<file path="src/rtl/sprite_datapath.sv">
// Sweeps one sprite's pixels row-major and moves its position with screen wrap.
// Latency: one pixel per enabled clock, done in cycle SPRITE_W*SPRITE_H; move visible next cycle.
// Backpressure: none; control holds enable for the sweep and drops it (or retargets) on done.
module sprite_datapath #(
  parameter int          SPRITE_W = 27,
  parameter int          SPRITE_H = 17,
  parameter int          X_INIT   = 0,
  parameter int          Y_INIT   = 100,
  parameter int          DX       = 1,
  parameter int          DY       = 0,
  parameter int          SCREEN_W = 320,
  parameter int          SCREEN_H = 240,
  parameter logic [2:0]  COLOUR   = 3'b100
) (
  input  logic       clock,
  input  logic       reset,
  input  logic       enable,
  input  logic       can_move,
  output logic [8:0] x,
  output logic [7:0] y,
  output logic [8:0] x_final,
  output logic [7:0] y_final,
  output logic [2:0] colour,
  output logic       plot,
  output logic       done
);

  localparam logic [5:0]         LAST_CX = 6'(SPRITE_W - 1);
  localparam logic [5:0]         LAST_CY = 6'(SPRITE_H - 1);
  localparam logic [9:0]         SCR_W10 = 10'(SCREEN_W);
  localparam logic [9:0]         SCR_H10 = 10'(SCREEN_H);
  localparam logic [8:0]         X_RST   = 9'(X_INIT);
  localparam logic [7:0]         Y_RST   = 8'(Y_INIT);
  localparam logic signed [10:0] DX_S    = 11'(DX);
  localparam logic signed [10:0] DY_S    = 11'(DY);
  localparam logic signed [10:0] SW_S    = 11'(SCREEN_W);
  localparam logic signed [10:0] SH_S    = 11'(SCREEN_H);

  logic [5:0]         cx_q, cx_d, cy_q, cy_d;
  logic [8:0]         x_q, x_d;
  logic [7:0]         y_q, y_d;
  logic [9:0]         x_sum, y_sum;
  logic signed [10:0] x_raw, y_raw;
  logic [8:0]         x_wrap;
  logic [7:0]         y_wrap;

  // Pixel address is widened so off-screen pixels past 511/255 still clip correctly.
  assign x_sum   = {1'b0, x_q} + {4'b0000, cx_q};
  assign y_sum   = {2'b00, y_q} + {4'b0000, cy_q};
  assign x_final = x_sum[8:0];
  assign y_final = y_sum[7:0];
  assign plot    = enable && (x_sum < SCR_W10) && (y_sum < SCR_H10);
  assign done    = enable && (cx_q == LAST_CX) && (cy_q == LAST_CY);
  assign colour  = COLOUR;
  assign x       = x_q;
  assign y       = y_q;

  // Candidate moved position; |step| < screen size so one correction always suffices.
  always_comb begin
    x_raw = $signed({2'b00, x_q}) + DX_S;
    y_raw = $signed({3'b000, y_q}) + DY_S;
    if (x_raw < 11'sd0)      x_wrap = 9'(x_raw + SW_S);
    else if (x_raw >= SW_S)  x_wrap = 9'(x_raw - SW_S);
    else                     x_wrap = 9'(x_raw);
    if (y_raw < 11'sd0)      y_wrap = 8'(y_raw + SH_S);
    else if (y_raw >= SH_S)  y_wrap = 8'(y_raw - SH_S);
    else                     y_wrap = 8'(y_raw);
  end

  // Next state: sweep counters advance while enabled; position only moves when idle.
  always_comb begin
    cx_d = 6'd0;
    cy_d = 6'd0;
    x_d  = x_q;
    y_d  = y_q;
    if (enable) begin
      if (cx_q != LAST_CX) begin
        cx_d = cx_q + 6'd1;
        cy_d = cy_q;
      end else begin
        cx_d = 6'd0;
        cy_d = (cy_q == LAST_CY) ? 6'd0 : cy_q + 6'd1;
      end
    end else if (can_move) begin
      x_d = x_wrap;
      y_d = y_wrap;
    end
  end

  // State registers with synchronous reset to the start position.
  always_ff @(posedge clock) begin
    if (reset) begin
      cx_q <= 6'd0;
      cy_q <= 6'd0;
      x_q  <= X_RST;
      y_q  <= Y_RST;
    end else begin
      cx_q <= cx_d;
      cy_q <= cy_d;
      x_q  <= x_d;
      y_q  <= y_d;
    end
  end

endmodule
</file>
<file path="config.mk">
export PLATFORM = sky130hd
export DESIGN_NAME = sprite_datapath
export DESIGN_NICKNAME = d
export VERILOG_FILES = /design/src/rtl/sprite_datapath.sv
export SDC_FILE = /design/constraint.sdc
export NUM_CORES = 1
export LEC_CHECK = 0
export BUFFER_PORTS_ARGS = -buffer_cell sky130_fd_sc_hd__buf_4
export CAP_MARGIN = 40
export CORE_MARGIN = 2
export CORE_UTILIZATION = 40
export DETAILED_ROUTE_END_ITERATION = 12
export SLEW_MARGIN = 10
export SYNTH_ARGS = -nofsm -noshare
export SYNTH_HDL_FRONTEND = slang
export SYNTH_SLANG_ARGS = --single-unit
</file>
<file path="constraint.sdc">
create_clock -name clock -period 5.82 [get_ports clock]
set_input_delay 1.164 -clock clock [delete_from_list [all_inputs] [get_ports clock]]
set_output_delay 1.164 -clock clock [all_outputs]
set_load 0.02 [all_outputs]
</file>
Word-level counts from Yosys, hierarchy flattened
Index checks and enable logic that the tools add are counted.
Widths: inputs -> output; s select.
{ "classes": {"n_addsub": 9, "order_cmp": 6, "eq_ne": 3, "mux": 5, "n_bitwise": 2, "n_reduce_logical": 9} }
{ "ops": {"columns": ["cell", "n"], "rows": [
  ["$mux 9", 2],
  ["$mux 8", 2],
  ["$add 6x1->6 const B", 2],
  ["$eq 6x5->1 const B", 2],
  ["$add 9x1->10 const B", 1],
  ["$add 9x6->10", 1],
  ["$ge 10x9->1 const B", 1],
  ["$lt 10x1->1 const B", 1],
  ["$lt 10x9->1 const B", 1],
  ["$add 8x6->9", 1],
  ["$add 9x9->9 const B", 1],
  ["$lt 9x8->1 const B", 1],
  ["$sub 9x9->9 const B", 1],
  ["$add 8x8->8 const B", 1],
  ["$ge 8x8->1 const B", 1],
  ["$lt 8x1->1 const B", 1],
  ["$sub 8x8->8 const B", 1],
  ["$mux 6", 1],
  ["$ne 6x5->1 const B", 1],
  ["$logic_and 1x1->1", 4],
  ["$reduce_and 3->1", 1],
  ["$reduce_or 3->1", 1],
  ["$not 1->1", 2],
  ["$reduce_and 2->1", 1],
  ["other kinds (2)", 2]
]} }
{ "word_totals": {"regBits": 29} }

Logic depth before layout (Yosys ltp)
Gate-level depths: netlist of run 1.
{ "depth": {"word_depth": 4, "ltp_mapped": 11} }

Worst setup path before layout of run 1
Ideal clock, no wire load.
{ "synth_path": {"path_kind": "register to output", "from": "reg x_q[0] (netlist: x[0])", "to": "out plot", "arrival_time_ns": 2.578, "required_ns": 4.656, "slack_ns": 2.078, "stages_incl_launch_ff": 9, "path_buffers": 0, "cell_sequence": "dfxtp_1 > ha_1 > fa_1 > a21o_1 > a21oi_2 > nor2b_1 > o21a_1 > or3_1 > a311oi_1"} }
{ "synth_via": {"elab_chain_len": 4} }
{ "synth_lines": {"columns": ["element", "line_no", "text"], "rows": [
  ["start: declaration", "40", "logic [8:0] x_q, x_d;"],
  ["start signal: assignment", "95", "x_q <= X_RST;"],
  ["start signal: assignment", "100", "x_q <= x_d;"],
  ["$add 9x6->10", "48", "assign x_sum = {1'b0, x_q} + {4'b0000, cx_q};"],
  ["$lt 10x9->1", "52", "assign plot = enable && (x_sum < SCR_W10) && (y_sum < SCR_H10);"],
  ["$logic_and 1x1->1 (2 in a row)", "52", null],
  ["end: declaration", "24", "output logic plot,"]
]} }
No other way between the ends.

Worst setup path after layout of run 1
Same ends and word-level chain as after synthesis.

==> reports/metrics.cfg, run 1 <==
[cts]
insertion_delay_ns=0.28
postCtsHoldBufs=0
cts_tree=yes
htreeDepth=1
cts.clk_slew.worst_paths_ns=0.10
root_buffer=clkbuf_8
numClockSinks=25
cts_post_setup_buffers_inserted=0
cts_buffers=3
cts_resized=0
cts_buffer_depth=2

[power_and_ir_drop]
p_leak_nw=0.973
intPower_w=0.000234
comb_power_share_pct=10.4
power_switching_w=0.0000875
ir_worst_vdd_mv=0.128
p_per_area_nw_per_um2=142
p_seq_share_pct=55.6
p_sw_share_pct=27.3
p_clk_share_pct=34.0

[drt]
finalWirelength_um=4110
avgRoutedWirePerCell_um=12.6
vias=1647
met2_wirelength_um=1900
met1_length_um=2000
via_per_inst=5.04
drt_first_pass_iters=4
routed.top_layer=met4
drtIter0Drc=89
drc=0
antenna_left=0
wl_met3_um=185

[setup_path]
critPathKind=register to primary output
cp-start-kind=register
crit_start=x[0]
cp.required_ns=4.66
critPathMaxFanout=11
cp_data_arrival_time_ns=2.87
critPathMaxStageDelay_ns=0.44
crit_buf_inv=1
crit_chain=ha_1 -> fa_1 -> a21o_1 -> a21oi_2 -> nor2b_1 -> o21a_1 -> or3_1 -> a311oi_1 -> buf_4
crit_family=compound AO/OA/AOI/OAI gates
slowest_stage=dfxtp_1
r2r_start=x[1]
end_kind=primary output

[timing]
slew_violations=0
finalCriticalPeriod_ns=4.03
skew_ns=0.00905
setup_tns_ns=0
worst_pin_slew_ns=0.746
period_share_pct=69.2
slew_headroom_pct=49.6
hold-worst-slack_ns=0.490
hold_viol=0
finalSetupViolCount=0
max_freq_mhz=248
rsz0062_at_grt=no

[floorplan]
die_h_um=74.2
die_w_um=74.2
core_um2=4720
io_pins=43
start_util_pct=41.7
dieArea_um2=5510
row_count=25

[logic_synthesis]
synth_ff_type=dfxtp_1
avgSynthCellArea_um2=8.36
ys_async_sr_fraction_pct=0
netlist_area_um2=1970
syn_inst=236
synth_cell_type_count=52
yosysSeqAreaShare_pct=25.4
ys_warn_count=0
synth-seq-cells=25
synth_edf_count=0

[status]
status=completed

[final_layout]
design_area_um2=2270
seq_area_um2=500
n_antenna_cell=0
num-fill-cells=488
multi_input_area_um2=1330
layout-area-overhead-vs-synth_pct=15.0
nNetsFinal=285
drive_gt1_share_pct=18.8

[global_route]
grt_usage_pct=15.5
grt_pass1_wl_um=6740
grt_max_degree=18
grt_pass1_vias=1471
grt_overflow=0
antenna_found_initial=0

[hold_path]
hp-start=cx_q[0]
hold_class=register to register

[place]
place_hpwl_um=3150
io_buffers=35
place_area_um2=2220
gp_congestion=0.828

[job]
max-cap-violations=0

-- stage by stage --
| stage | power [W] | instances | util [%] | setup slack (ns) |
|---|---|---|---|---|
| after global placement | 0.000216 | 323 | 47.0 | 2.20 |
| after floorplan | 0.000209 | 241 | - | 2.08 |
| after detailed placement | 0.000216 | 323 | 47.0 | 2.10 |
| final | 0.000321 | 327 | 48.0 | 1.79 |
| after global routing | 0.000334 | 327 | 48.0 | 1.62 |
| after CTS | 0.000327 | 327 | 48.0 | 1.77 |
-- final timing paths --
| check | slack (ns) | end | depth (start not counted) |
|---|---|---|---|
| max | 1.79 | plot | 9 |
| min reg2reg | 0.49 | cx_q[0] | 1 |
| min | 0.49 | cx_q[0] | 1 |
| max reg2reg | 3.27 | x[7] | 10 |
-- worst register-to-register path: stages, from the launching register on --
cell and delay, ns:
dfxtp_1 0.59, ha_1 0.47, nand2_1 0.18, xnor2_1 0.18
inv_1 0.09, ha_1 0.21, inv_1 0.05, a31oi_1 0.24
nor3_4 0.08, or2_2 0.30, a21oi_2 0.10
-- area by class of cell --
class,count,share of cell area (%)
Multi-Input combinational cell,184,58.5
Sequential cell,25,22.1
Timing Repair Buffer,35,11.6
Tap cell,67,3.70
Inverter,12,1.99
Clock buffer,3,1.82
Clock inverter,1,0.331
-- cells by family (layout without fill, tap and decap cells) --
| kind of cell | Yosys count | in the layout | synth area share [%] |
|---|---|---|---|
| adder cells (fa/ha/maj) | 20 | 20 | 13.1 |
| XOR/XNOR | 28 | 28 | 12.4 |
| AO/OA/AOI/OAI | 36 | 36 | 13.3 |
| flip-flops | 25 | 25 | 25.4 |
| buffers and inverters | 32 | 51 | 8.25 |
| AND/OR/NAND/NOR | 90 | 90 | 25.5 |
| multiplexers | 3 | 3 | 1.65 |
| other | 2 | 7 | 0.381 |
-- cells in the mapped netlist, types with 2 or more instances --
cell type | n | area (um^2)
nor2_1 | 27 | 101
dfxtp_1 | 25 | 500
ha_1 | 19 | 238
nand2_1 | 17 | 63.8
xnor2_1 | 14 | 123
xor2_1 | 14 | 123
inv_1 | 12 | 45.0
buf_4 | 10 | 75.1
a21oi_1 | 8 | 40.0
nand3_1 | 7 | 35.0
clkbuf_1 | 6 | 22.5
nor3_1 | 6 | 30.0
a21o_1 | 4 | 30.0
buf_2 | 4 | 20.0
nand4_1 | 4 | 25.0
nand4b_1 | 4 | 35.0
nor2b_1 | 4 | 25.0
o21ai_0 | 4 | 20.0
and3_1 | 3 | 18.8
nand2b_1 | 3 | 18.8
a211o_1 | 2 | 17.5
a21oi_2 | 2 | 17.5
a311oi_1 | 2 | 17.5
a31oi_1 | 2 | 12.5
conb_1 | 2 | 7.51
mux2_2 | 2 | 22.5
nor3b_1 | 2 | 15.0
nor4_1 | 2 | 12.5
o2111ai_1 | 2 | 17.5
-- power by group through the flow --
stage	registers [W]	clock network, W	logic, W
after floorplan	0.000181	0	0.0000275
after CTS	0.000178	0.000115	0.0000339
after global routing	0.000179	0.000118	0.0000373
after global placement	0.000182	0	0.0000340
final	0.000179	0.000109	0.0000334
after detailed placement	0.000182	0	0.0000337
-- cells in the final DEF, fill, tap and decap left out, drive strengths merged, types with 2 or more instances in the layout --
cell / count
xor2: 14
a21oi: 10
clkbuf: 3
mux2: 2
nor2b: 4
nand4b: 4
o21bai: 2
nor4: 3
o21ai: 4
ha: 19
and3: 3
nor3: 7
a211o: 2
a21o: 4
o2111ai: 2
inv: 12
a31oi: 3
a311oi: 2
nand3: 7
xnor2: 14
conb: 7
nand2: 17
nor3b: 2
dfxtp: 25
nor2: 27
buf: 35
nand2b: 3
nand4: 5
-- layer usage --
layer / vias to the layer above / global-route usage [%]
li1: 856 / -
met1: 767 / 20.9
met2: 22 / 25.1
met3: 2 / 4.34
met4: 0 / 2.98
met5: - / 0
-- registers in the layout, summed over array words and instances (netlist names) --
| register | flops |
|---|---|
| x | 9 |
| y | 4 |
| cx_q | 6 |
| cy_q | 6 |
No activity file was read; power rests on OpenSTA's default activity.
==> run 2: changes to the inputs <==
==> constraint.sdc (replaced) <==
create_clock -name clock -period 3.5 [get_ports clock]
set_input_delay 0.7 -clock clock [delete_from_list [all_inputs] [get_ports clock]]
set_output_delay 0.7 -clock clock [all_outputs]
set_load 0.02 [all_outputs]
==> run 2 against run 1 <==
Sequential share of layout area down 0.49 points. Critical path depth unchanged. Register-to-register slack worse by 2.3 ns. Highest routed layer unchanged.
==> reports/metrics.cfg, run 2 (synthesis results as in run 1) <==
[cts]
cts_tree=yes
cts_buffer_depth=2
cts.clk_slew.worst_paths_ns=0.08
cts_buffers=3
insertion_delay_ns=0.27
numClockSinks=25
htreeDepth=1
root_buffer=clkbuf_8
postCtsHoldBufs=0

[job]
max-cap-violations=0

[setup_path]
cp-start-kind=register
critPathMaxStageDelay_ns=0.36
critPathMaxFanout=5
slowest_stage=fa_2
cp.required_ns=2.80
critPathKind=register to primary output
crit_buf_inv=1
crit_chain=ha_1 -> fa_2 -> a21o_1 -> a21oi_4 -> nor2b_1 -> o21a_1 -> or3_1 -> a311oi_1 -> buf_4
cp_data_arrival_time_ns=2.61
crit_family=compound AO/OA/AOI/OAI gates
end_kind=primary output

[status]
status=completed

[drt]
antenna_left=0
drc=0
drtIter0Drc=83
drt_first_pass_iters=4
finalWirelength_um=4330
via_per_inst=5.06
avgRoutedWirePerCell_um=13.0
vias=1685

[floorplan]
core_um2=4720
dieArea_um2=5510
start_util_pct=41.7
die_h_um=74.2
io_pins=43
row_count=25
die_w_um=74.2

[hold_path]
hold_class=register to register

[final_layout]
n_antenna_cell=0
layout-area-overhead-vs-synth_pct=17.6
nNetsFinal=291
largest_reg_flops=9
drive_gt1_share_pct=20.7
final_cell_mix=buf_4 (41), nor2_1 (27), dfxtp_1 (25), ha_1 (19), nand2_1 (17)
final_common_cell=buf_4

[global_route]
grt_overflow=0
antenna_found_initial=0
grt_usage_pct=16.5
grt_max_degree=18
grt_pass1_vias=1549
grt_pass1_wl_um=7140

[timing]
period_share_pct=94.6
finalCriticalPeriod_ns=3.31
max_freq_mhz=302
skew_ns=0.0122
finalSetupViolCount=0
slew_violations=0
worst_pin_slew_ns=0.677
rsz0062_at_grt=no
slew_headroom_pct=54.2
hold_viol=0
hold-worst-slack_ns=0.482
setup_tns_ns=0

[power_and_ir_drop]
p_leak_nw=1.00
ir_worst_vdd_mv=0.231
p_per_area_nw_per_um2=230

[place]
gp_congestion=0.828
place_hpwl_um=3250
io_buffers=35

## run 2: cell count changes in the layout (fill, tap and decap cells not counted), sizes merged
| cell | delta |
|---|---|
| buf | +6 |
| clkbuf | +1 |
| clkinvlp | -1 |
## run 2: layout make-up
cell class                      count  area (um^2)
Tap cell                           67         83.8
Inverter                           12         45.0
Fill cell                         493         2400
Clock buffer                        4         45.0
Timing Repair Buffer               41          308
Multi-Input combinational cell    184         1340
Sequential cell                    25          500
## run 2: power breakdown
group	switching (W)	total [W]	internal [W]
combinational	0.0000435	0.0000669	0.0000233
sequential	0.00000278	0.000290	0.000287
clock	0.0000950	0.000177	0.0000815
## run 2: repair_timing
| action | in CTS | in global routing |
|---|---|---|
| setup endpoints to repair | 0 | 1 |
| gates resized for setup | 0 | 2 |
| buffers inserted | 0 | 1 |
## run 2: layer usage
layer	vias up	track usage, %	wire, um
li1	868	-	-
met1	784	21.9	2100
met2	29	27.4	2020
met3	4	3.52	161
met4	0	4.17	38
met5	-	0	0
## run 2: per-stage QoR
stage	total power (W)	utilization (%)	std cells	worst slack, ns	area [um^2]
floorplan	0.000347	-	241	0.222	1990
global placement	0.000364	47.8	328	0.446	2260
detailed placement	0.000364	47.8	328	0.381	2260
CTS	0.000543	48.7	332	0.0673	2300
global route	0.000557	49.1	333	0.0405	2320
finish	0.000534	49.1	333	0.190	2320
## run 2: path summary, 6_finish.rpt
check	startpoint	endpoint	slack, ns	depth (start not counted)
worst max-delay path	cx_q[0]	plot	0.19	9
worst min register to register	cx_q[0]	cx_q[0]	0.48	1
worst max register to register	x[3]	x[7]	1.01	10
worst min-delay path	cx_q[0]	cx_q[0]	0.48	1
## run 2: worst reg2reg max path: stages (launching register included)
cell and delay, ns:
dfxtp_1 0.37, buf_4 0.17, and4_1 0.36, nand4_1 0.24, xor2_1 0.25, ha_1 0.26
inv_1 0.05, a31oi_1 0.24, nor3_4 0.08, or2_2 0.31, a21oi_2 0.11
